[src/rtl/pqr5_subsystem_pkg.sv]
// ---------------------------------------------------------------------------
// pqr5_subsystem_pkg
// Shared types for the data-memory access path.
//   lsu_size_t   : load/store access size encoding (2'b11 is illegal)
//   dmac_state_t : response-channel state of dmem_access_ctrl
//   p1_ctl_t     : per-request control captured in the accept cycle
//   lane_mask()  : byte-lane enable pattern for a size/offset pair
// ---------------------------------------------------------------------------
package pqr5_subsystem_pkg;

  typedef enum logic [1:0] {
    LSU_B = 2'b00,
    LSU_H = 2'b01,
    LSU_W = 2'b10
  } lsu_size_t;

  typedef enum logic [1:0] {
    DMAC_IDLE,
    DMAC_LIVE,
    DMAC_HELD
  } dmac_state_t;

  localparam logic [1:0] LSU_SIZE_ILLEGAL = 2'b11;

  // Everything the response side needs to know about the request in flight.
  typedef struct packed {
    logic       wr;
    logic [1:0] size;
    logic       is_unsigned;
    logic [1:0] offset;
    logic       err;
  } p1_ctl_t;

  // Byte lanes touched by an access. Misaligned halves never reach the RAM
  // (they are flagged as errors), so the shifted-out bit is irrelevant.
  function automatic logic [3:0] lane_mask(input logic [1:0] size,
                                           input logic [1:0] offset);
    case (size)
      LSU_B:   lane_mask = 4'b0001 << offset;
      LSU_H:   lane_mask = 4'b0011 << offset;
      default: lane_mask = 4'b1111;
    endcase
  endfunction

endpackage

[src/rtl/dmem_rdata_align.sv]
// ---------------------------------------------------------------------------
// dmem_rdata_align
// Combinational load formatter: brings the addressed byte/half down to bit 0
// and sign- or zero-extends it. Shared with the instruction fetch path.
//   rdata       in  32  raw RAM word
//   offset      in  2   byte offset within the word
//   size        in  2   lsu_size_t encoding
//   is_unsigned in  1   1 = zero-extend, 0 = sign-extend
//   data        out 32  formatted result
// ---------------------------------------------------------------------------
module dmem_rdata_align
  import pqr5_subsystem_pkg::*;
(
  input  logic [31:0] rdata,
  input  logic [1:0]  offset,
  input  logic [1:0]  size,
  input  logic        is_unsigned,
  output logic [31:0] data
);

  logic [31:0] shifted;
  logic        ext_bit;

  assign shifted = rdata >> {offset, 3'b000};

  always_comb begin
    data    = shifted;
    ext_bit = 1'b0;
    case (size)
      LSU_B: begin
        ext_bit = ~is_unsigned & shifted[7];
        data    = {{24{ext_bit}}, shifted[7:0]};
      end
      LSU_H: begin
        ext_bit = ~is_unsigned & shifted[15];
        data    = {{16{ext_bit}}, shifted[15:0]};
      end
      default: data = shifted;
    endcase
  end

endmodule

[src/rtl/dmem_access_ctrl.sv]
// ---------------------------------------------------------------------------
// dmem_access_ctrl
// Sole master of the 4-bank byte-enabled data RAM. Turns byte-addressed
// load/store requests into bank enables, word address and lane-replicated
// write data in the accept cycle, and returns formatted load data or a store
// ack one cycle later over a valid/ready channel with a one-entry hold
// register for backpressure.
//   clk, aresetn                 clock, asynchronous active-low reset
//   i_req_* / o_req_ready        request channel (valid/ready)
//   o_rsp_* / i_rsp_ready        response channel (valid/ready)
//   o_mem_en/wen/addr/wdata      RAM drive, combinational in the accept cycle
//   i_mem_rdata                  RAM read data, one cycle after the access
// ---------------------------------------------------------------------------
module dmem_access_ctrl
  import pqr5_subsystem_pkg::*;
#(
  parameter int DEPTH  = 1024,
  parameter int ADDR_W = $clog2(DEPTH),
  parameter int TAG_W  = 5
) (
  input  logic              clk,
  input  logic              aresetn,
  input  logic              i_req_valid,
  output logic              o_req_ready,
  input  logic              i_req_wr,
  input  logic [1:0]        i_req_size,
  input  logic              i_req_unsigned,
  input  logic [31:0]       i_req_addr,
  input  logic [31:0]       i_req_wdata,
  input  logic [TAG_W-1:0]  i_req_tag,
  output logic              o_rsp_valid,
  input  logic              i_rsp_ready,
  output logic [31:0]       o_rsp_data,
  output logic              o_rsp_err,
  output logic [TAG_W-1:0]  o_rsp_tag,
  output logic [3:0]        o_mem_en,
  output logic              o_mem_wen,
  output logic [ADDR_W-1:0] o_mem_addr,
  output logic [31:0]       o_mem_wdata,
  input  logic [31:0]       i_mem_rdata
);

  dmac_state_t      state_reg;
  p1_ctl_t          p1_ctl_reg;
  logic [TAG_W-1:0] p1_tag_reg;
  logic [31:0]      hold_data_reg;
  logic             hold_err_reg;
  logic [TAG_W-1:0] hold_tag_reg;

  logic        accept;
  logic        req_err;
  logic [31:0] fmt_data;
  logic [31:0] live_data;

  // A pending response only blocks new requests while it is being stalled.
  assign o_req_ready = (state_reg == DMAC_IDLE) || i_rsp_ready;
  assign accept      = i_req_valid && o_req_ready;

  always_comb begin
    req_err = 1'b0;
    if (i_req_size == LSU_SIZE_ILLEGAL)                 req_err = 1'b1;
    if ((i_req_size == LSU_H) && i_req_addr[0])         req_err = 1'b1;
    if ((i_req_size == LSU_W) && (i_req_addr[1:0] != 2'b00)) req_err = 1'b1;
    if ((i_req_addr >> (ADDR_W + 2)) != 32'd0)          req_err = 1'b1;
  end

  // RAM drive. Enables are additionally held off while in reset so no access
  // can slip through even if upstream misbehaves.
  assign o_mem_addr = i_req_addr[ADDR_W+1:2];
  assign o_mem_wen  = i_req_wr;
  assign o_mem_en   = (accept && !req_err && aresetn)
                      ? lane_mask(i_req_size, i_req_addr[1:0]) : 4'b0000;

  // Right-aligned store data is replicated across lanes so whichever bank the
  // enable selects sees the right byte.
  genvar gi;
  generate
    for (gi = 0; gi < 4; gi++) begin : g_wlane
      assign o_mem_wdata[8*gi +: 8] =
        (i_req_size == LSU_B) ? i_req_wdata[7:0] :
        (i_req_size == LSU_H) ? i_req_wdata[8*(gi%2) +: 8] :
                                i_req_wdata[8*gi +: 8];
    end
  endgenerate

  dmem_rdata_align u_align (
    .rdata       (i_mem_rdata),
    .offset      (p1_ctl_reg.offset),
    .size        (p1_ctl_reg.size),
    .is_unsigned (p1_ctl_reg.is_unsigned),
    .data        (fmt_data)
  );

  // Stores and faulted requests answer with zero data.
  assign live_data = (p1_ctl_reg.wr || p1_ctl_reg.err) ? 32'd0 : fmt_data;

  assign o_rsp_valid = (state_reg != DMAC_IDLE);

  always_comb begin
    o_rsp_data = 32'd0;
    o_rsp_err  = 1'b0;
    o_rsp_tag  = '0;
    case (state_reg)
      DMAC_LIVE: begin
        o_rsp_data = live_data;
        o_rsp_err  = p1_ctl_reg.err;
        o_rsp_tag  = p1_tag_reg;
      end
      DMAC_HELD: begin
        o_rsp_data = hold_data_reg;
        o_rsp_err  = hold_err_reg;
        o_rsp_tag  = hold_tag_reg;
      end
      default: ;
    endcase
  end

  always_ff @(posedge clk or negedge aresetn) begin
    if (!aresetn) begin
      state_reg     <= DMAC_IDLE;
      p1_ctl_reg    <= '0;
      p1_tag_reg    <= '0;
      hold_data_reg <= 32'd0;
      hold_err_reg  <= 1'b0;
      hold_tag_reg  <= '0;
    end else begin
      if (accept) begin
        p1_ctl_reg.wr          <= i_req_wr;
        p1_ctl_reg.size        <= i_req_size;
        p1_ctl_reg.is_unsigned <= i_req_unsigned;
        p1_ctl_reg.offset      <= i_req_addr[1:0];
        p1_ctl_reg.err         <= req_err;
        p1_tag_reg             <= i_req_tag;
      end
      case (state_reg)
        DMAC_IDLE: begin
          if (accept) state_reg <= DMAC_LIVE;
        end
        DMAC_LIVE: begin
          if (i_rsp_ready) begin
            state_reg <= accept ? DMAC_LIVE : DMAC_IDLE;
          end else begin
            // RAM read data is only guaranteed for this one cycle; freeze it.
            hold_data_reg <= live_data;
            hold_err_reg  <= p1_ctl_reg.err;
            hold_tag_reg  <= p1_tag_reg;
            state_reg     <= DMAC_HELD;
          end
        end
        DMAC_HELD: begin
          if (i_rsp_ready) state_reg <= accept ? DMAC_LIVE : DMAC_IDLE;
        end
        default: state_reg <= DMAC_IDLE;
      endcase
    end
  end

endmodule
[config.mk]
export PLATFORM = sky130hd
export DESIGN_NAME = dmem_access_ctrl
export DESIGN_NICKNAME = d
export VERILOG_FILES = /design/src/rtl/pqr5_subsystem_pkg.sv /design/src/rtl/dmem_rdata_align.sv /design/src/rtl/dmem_access_ctrl.sv
export SDC_FILE = /design/constraint.sdc
export NUM_CORES = 1
export LEC_CHECK = 0
export BUFFER_PORTS_ARGS = -buffer_cell sky130_fd_sc_hd__buf_2
export CAP_MARGIN = 20
export CORE_MARGIN = 2
export CORE_UTILIZATION = 27
export DETAILED_ROUTE_END_ITERATION = 6
export GPL_TIMING_DRIVEN = 1
export PLACE_DENSITY = 0.59
export SLEW_MARGIN = 20
export SYNTH_ARGS = -nofsm -noshare
export SYNTH_HDL_FRONTEND = slang
export SYNTH_HIERARCHICAL = 1
export SYNTH_SLANG_ARGS = --single-unit
[constraint.sdc]
create_clock -name clk -period 2.85 [get_ports clk]
set_clock_uncertainty 0.1 [all_clocks]
set_input_delay 0 -clock clk [delete_from_list [all_inputs] [get_ports clk]]
set_output_delay 0 -clock clk [all_outputs]
set_load 0.03 [all_outputs]
== Yosys cells after proc, flatten, opt, wreduce, memory -nomap -nowiden ==
Cells that the tools add are included.
Word-level totals
  bits of input ports: 109
  register bits after elaboration: 52
  memory bits (read-only): 0
  memories kept: 0
  latch bits: 0
  RAM bits: 0
Cells by class
  magnitude comparators: 0
  shift-type cells: 3
  bitwise operators: 4
  mux-type cells: 21
  reductions and logical operators: 16
  $add $sub $neg: 0
  multipliers: 0
  equality and inequality tests: 8
  div/mod/pow operators: 0
Operator list (number)
  $pmux 32 s2: 2
  $mux 8: 5
  $mux 32: 1
  $reduce_bool 32->1: 1
  $shr 32x5->32: 1
  $pmux 5 s2: 1
  $pmux 4 s2: 1
  $eq 2x1->1 const B: 3
  $eq 2x2->1 const B: 3
  $logic_not 2->1: 3
  $mux 2: 3
  $pmux 2 s3: 1
  $logic_and 1x1->1: 5
  $mux 1: 5
  $mux 4: 1
  $ne 2x2->1 const B: 2
  $reduce_and 2->1: 2
  $reduce_bool 2->1: 2
  $shl 1x2->4 const A: 1
  $shl 2x2->4 const A: 1
  $and 1x1->1: 2
  $logic_or 1x1->1: 2
  $not 1->1: 2
  $pmux 1 s2: 1
  $logic_not 1->1: 1

== Depth between registers and ports, before layout ==
  depth in word-level cells: 9
  mapped depth: 7

== Cells and area by module ==
Netlist, hierarchy kept.
By module, submodules not included
  dmem_access_ctrl: instances 1, area each 3365.7 sq um, cells each 311
  dmem_rdata_align: instances 1, area each 768.2 sq um, cells each 103

== Worst setup path after synthesis ==
No wires, ideal clock.
  path type: register -> output
  start: register state_reg[0]
  end: output o_mem_en[0]
  buffers on the path: 2
  cell stages (with the launch flop): 8
  arrival time: 2097 ps
  slack: 653 ps
  path through: dfrtp_1 -> inv_1 -> ha_1 -> or2_1 -> buf_6 -> nand2_4 -> buf_6 -> nor4_1
Between the ends
  cells in the longest elaborated chain, start to end: 6
Ends and longest elaborated chain
  start, declared: line dmem_access_ctrl.sv:43  | dmac_state_t state_reg;
  start signal, assigned: line dmem_access_ctrl.sv:141  | state_reg <= accept ? DMAC_LIVE : DMAC_IDLE;
  start signal, assigned: line dmem_access_ctrl.sv:151  | if (i_rsp_ready) state_reg <= accept ? DMAC_LIVE : DMAC_IDLE;
  $logic_not 2->1: line dmem_access_ctrl.sv:56  | assign o_req_ready = (state_reg == DMAC_IDLE) || i_rsp_ready;
  $logic_or 1x1->1: line dmem_access_ctrl.sv:56
  net o_req_ready: line dmem_access_ctrl.sv:24  | output logic o_req_ready,
  $logic_and 1x1->1: line dmem_access_ctrl.sv:57  | assign accept = i_req_valid && o_req_ready;
  $logic_and 1x1->1 (2 in series): line dmem_access_ctrl.sv:71  | assign o_mem_en = (accept && !req_err && aresetn)
  $mux 4: line dmem_access_ctrl.sv:72  | ? lane_mask(i_req_size, i_req_addr[1:0]) : 4'b0000;
  end, declared: line dmem_access_ctrl.sv:36  | output logic [3:0] o_mem_en,
The timed path passes the listed nets, and every way through them passes these cells.

== Worst setup path in the final report ==
  start: register, netlist name p1_ctl_reg[1]
  end: output o_rsp_data[9]
Between the ends
  cells in the longest elaborated chain, start to end: 5
Ends and longest elaborated chain
  $shr 32x5->32 (*): line dmem_rdata_align.sv:24  | assign shifted = rdata >> {offset, 3'b000};
  $and 1x1->1: line dmem_rdata_align.sv:31  | ext_bit = ~is_unsigned & shifted[7];
  $pmux 32 s2 (*): line dmem_rdata_align.sv:29  | case (size)
  net fmt_data[9]: line dmem_access_ctrl.sv:52  | logic [31:0] fmt_data;
  $mux 32 (*): line dmem_access_ctrl.sv:95  | assign live_data = (p1_ctl_reg.wr || p1_ctl_reg.err) ? 32'd0 : fmt_data;
  $pmux 32 s2 (*): line dmem_access_ctrl.sv:103  | case (state_reg)
  end, declared: line dmem_access_ctrl.sv:33  | output logic [31:0] o_rsp_data,
The timed path passes the listed nets; every way through them passes the cells marked *.

==> results <==
- The flow ran to the end, and the final reports show no timing, DRC or antenna violations.
- The routed design has 13300 µm of wire.
- The global routing usage summed across all routing layers is 0.157.
- In this run the standard cell core region covers approximately 15000 µm².
- The final antenna-violating net count is 0.
- STA classifies the critical path startpoint as a register.
- CTS built an H-tree with a depth of 2.
- The category of the critical setup timing path is reg -> out.
- The register with the most flip-flops in the layout has 32 of them.
- Setup repair after global routing left no endpoint under its margin.
- The synthesis-to-layout area growth is 26.8%.
- Of the total synthesized cell area, the portion taken by XOR and XNOR cells is 0.00212.
- After detailed routing, the number of remaining DRC violations is 0.
- Synthesis handed over a netlist of 414 instances.
- The number of buffers inserted during clock tree synthesis is 5.
- The start point of the critical path is p1_ctl_reg[1].
- The worst setup path is captured at an output port.
- The post-route clock period utilization is 0.882.
- After routing the design area is 5240 µm².
- Of the total synthesized cell area, the portion taken by AND, OR, NAND and NOR gates is 0.155.
- Of the cells placed in the final design, the portion with a size suffix greater than 1 is 0.444.
- The average size of a mapped cell is around 10 µm².
- The clock net in this run drives a total of between 50 and 60 sinks.
- The met3 wirelength from detailed routing is 879 µm.
- The initial utilization of the core area, before any placement, comes to 0.274.
- The total leakage power is 2.39 nW.
- At the later pin of the worst-skew pair, clock insertion delay measures 0.29 ns.
- The detailed-router iteration count before antenna repair is 4.
- The cell area that synthesis handed to floorplanning was between 4000 and 5000 µm².
- The synthesized design contains 0 enable-type register cells.
- The buffers inserted during post-CTS setup optimization is 0.
- After the last flow step, the layout net total stands at 680.
- In this run the most critical hold path is launched from i_req_addr[1].
- In this run the vertical extent of the chip is 128 µm.
- The placement row count is 45.
- Routed signal wires occupy layers up through met4.
- The total nets after synthesis is 527.
- The sum of net half-perimeters after detailed placement is 10100 µm.
- The number of antenna violations at the first check in global routing is 0.
- The overall via count from detail_route is 3846.
- In the routed layout, each cell is associated on average with a via count of between 5 and 6.
- After detailed routing, the met2 layer carries 6740 µm of wire.
- The placed cell area is just under 5000 µm².
- Of all nets on the critical path, the largest fanout is 24.
- Input and output buffers added on the ports amount to 175.
- The aggregate negative setup slack is 0 ns.
- The adder-cell share of the synthesized area is 0.0121.
- The routed metal-1 wire length is about 5400 µm.
- At the end of the flow the core is filled with cells to 0.347.
- The routed wire length per instance is around 18 µm.
- The final max-slew violation count came to 0.
- The share of synthesized registers carrying an async set or reset is 1.00.
- The compound-gate portion of the synthesized area came to 0.259.
- The mux contribution to synthesized area is 0.158.
- The floorplan step defined a die boundary enclosing 16300 µm².
- The dominant combinational cell family by area after synthesis is compound AO/OA/AOI/OAI gates.
- The CTS clock-pin slew for the worst setup and hold paths is around 0.070 ns.
- The clock tree from TritonCTS is yes.
- The power density of the placed cells is about 660 nW/µm².
- Once routing completed, OpenROAD measured the worst setup slack at around 0.34 ns.
- Across the run, the number of max-cap violations was 0.
- The design draws 3.47 mW.
- The post-synthesis sequential element count is 52.
- The worst setup timing slack at the placement stage is about 0.65 ns.
- The number of different library cells used by synthesis comes to 50.
- The post-synthesis sequential area ratio is 0.315.
- The worst-margin pin slew is just under 0.7 ns.
- Data arrives at the worst endpoint at 2.41 ns.
- VDD sags by at most roughly 0.32 mV.
- Counting along the longest clock path gives a buffer depth of 2.
- The tree is rooted in a clkbuf_16.
- The classification of the worst-slack hold path is in -> reg.
- The global-route wire length before repair is 20100 µm.
- The maximum clock rate is 0.398 GHz.
- Counting the fill cells in the layout gives 1600.
- The number of hold violations in the final report is 0.
- The worst relative slew slack is 0.543.
- Data on the critical path is required at its endpoint by 2.75 ns.
- The sum of overflow across all layers after global routing is 0.
- The iteration-0 DRC count of the detailed router is about 320.
- For the finished layout, the period the worst path requires is approximately 2.5 ns.
- The setup-violating endpoint count in the final report is 0.
- The die is 128 µm wide.
- For this run, the leading register cell type out of synthesis is dfrtp_1.
- The pin count of the biggest net entering global routing is 53.
- The number of diodes is 0.
- Pin placement for this block handled roughly 200 I/O pins.
- The number of global-route vias before repair is 3774.
- The startpoint of the most critical register-to-register path is p1_ctl_reg[2].
- The last weighted congestion value of the routability-driven placer is 0.899.
- The warning count from the yosys run is 6.
layout by cell type (no fill, tap or decap), drive strengths merged, types with 7 or more instances in the layout:
master	synthesis	routed
a22o	33	33
mux2i	24	24
or2	10	10
buf	46	183
nor4	9	9
o22ai	8	8
dfrtp	52	52
nand2	11	11
o21ai	14	14
nor2b	48	48
o2bb2ai	8	8
a211oi	7	7
a21oi	23	23
a22oi	38	38
mux2	36	36
dlygate4sd3	0	19
nor2	7	7
critical path: stages (launching register included):
cell and delay, ns:
dfrtp_1 0.62, buf_4 0.38, and2b_1 0.32, a21oi_1 0.10, a21oi_1 0.23, a22oi_1 0.12
nor2b_1 0.14, buf_2 0.21
worst paths after layout:
check                      slack [ns]  cells past startpoint           endpoint
setup / recovery                 0.34                      7      o_rsp_data[9]
hold / removal                   0.04                      2      p1_ctl_reg[2]
setup reg to reg                 0.75                      4  hold_data_reg[15]
hold reg to reg                  0.41                      1  hold_data_reg[10]
max in group asynchronous        1.76                      3    hold_tag_reg[0]
min in group asynchronous        0.42                      3  hold_data_reg[15]
cells in the mapped netlist, types with 2 or more instances:
library cell / instances / share of area
nor4_2: 4 / 0.012
ha_1: 4 / 0.012
buf_4: 27 / 0.049
a21oi_1: 23 / 0.028
clkbuf_1: 10 / 0.0091
nor2_2: 2 / 0.0030
nand2_1: 10 / 0.0091
nor4_1: 4 / 0.0061
a22oi_1: 38 / 0.069
o21ai_0: 14 / 0.017
buf_6: 9 / 0.025
mux2i_1: 24 / 0.058
a211oi_1: 7 / 0.013
buf_2: 9 / 0.011
nor2b_1: 48 / 0.073
mux2_2: 34 / 0.093
a22o_1: 33 / 0.070
o22ai_1: 8 / 0.012
dfrtp_1: 52 / 0.31
mux2_4: 2 / 0.0073
o2bb2ai_1: 8 / 0.017
nor2_1: 4 / 0.0036
or2_2: 9 / 0.014
inv_1: 5 / 0.0045
per-stage QoR:
step           hold slack, ns  std cells
2_1_floorplan          -0.396        414
3_5_place_dp          -0.0998        729
3_3_place_gp          -0.0998        729
5_1_grt                0.0478        755
4_1_cts                0.0351        755
6_report               0.0358        755
per-layer routing:
metal  global-route usage  vias up
li1                     -     1838
met4               0.0472        0
met1                0.189     1817
met2                0.286      177
met5                    0        -
met3               0.0250       14
where the power goes:
part	total [mW]	switching, mW	internal [mW]
sequential	0.967	0.125	0.842
combinational	1.92	1.15	0.764
clock	0.588	0.268	0.320
total	3.47	1.55	1.92
cell type report:
type,instances,area (µm²),share of cell area
multi-input combinational,301,2420,0.462
sequential,52,1300,0.248
timing repair buffer,202,1130,0.215
tap,188,235,0.0449
clock buffer,5,125,0.0239
inverter,5,18.8,0.00358
clock inverter,2,12.5,0.00239
kinds of logic (layout without fill, tap and decap cells):
logic type                 Yosys count  count (layout)
AOI/OAI and AO/OA                  141             141
muxes                               60              60
xor gates and xnor gates             1               1
adders and majority gates            4               4
and+or+nand+nor                     95              95
buffers and inverters               61             214
DFF                                 52              52
what timing repair did:
action	in CTS	in global routing
hold endpoints to repair	71	0
gates resized for setup	0	0
hold buffers	19	0
Power figures use the tool's default switching activity.
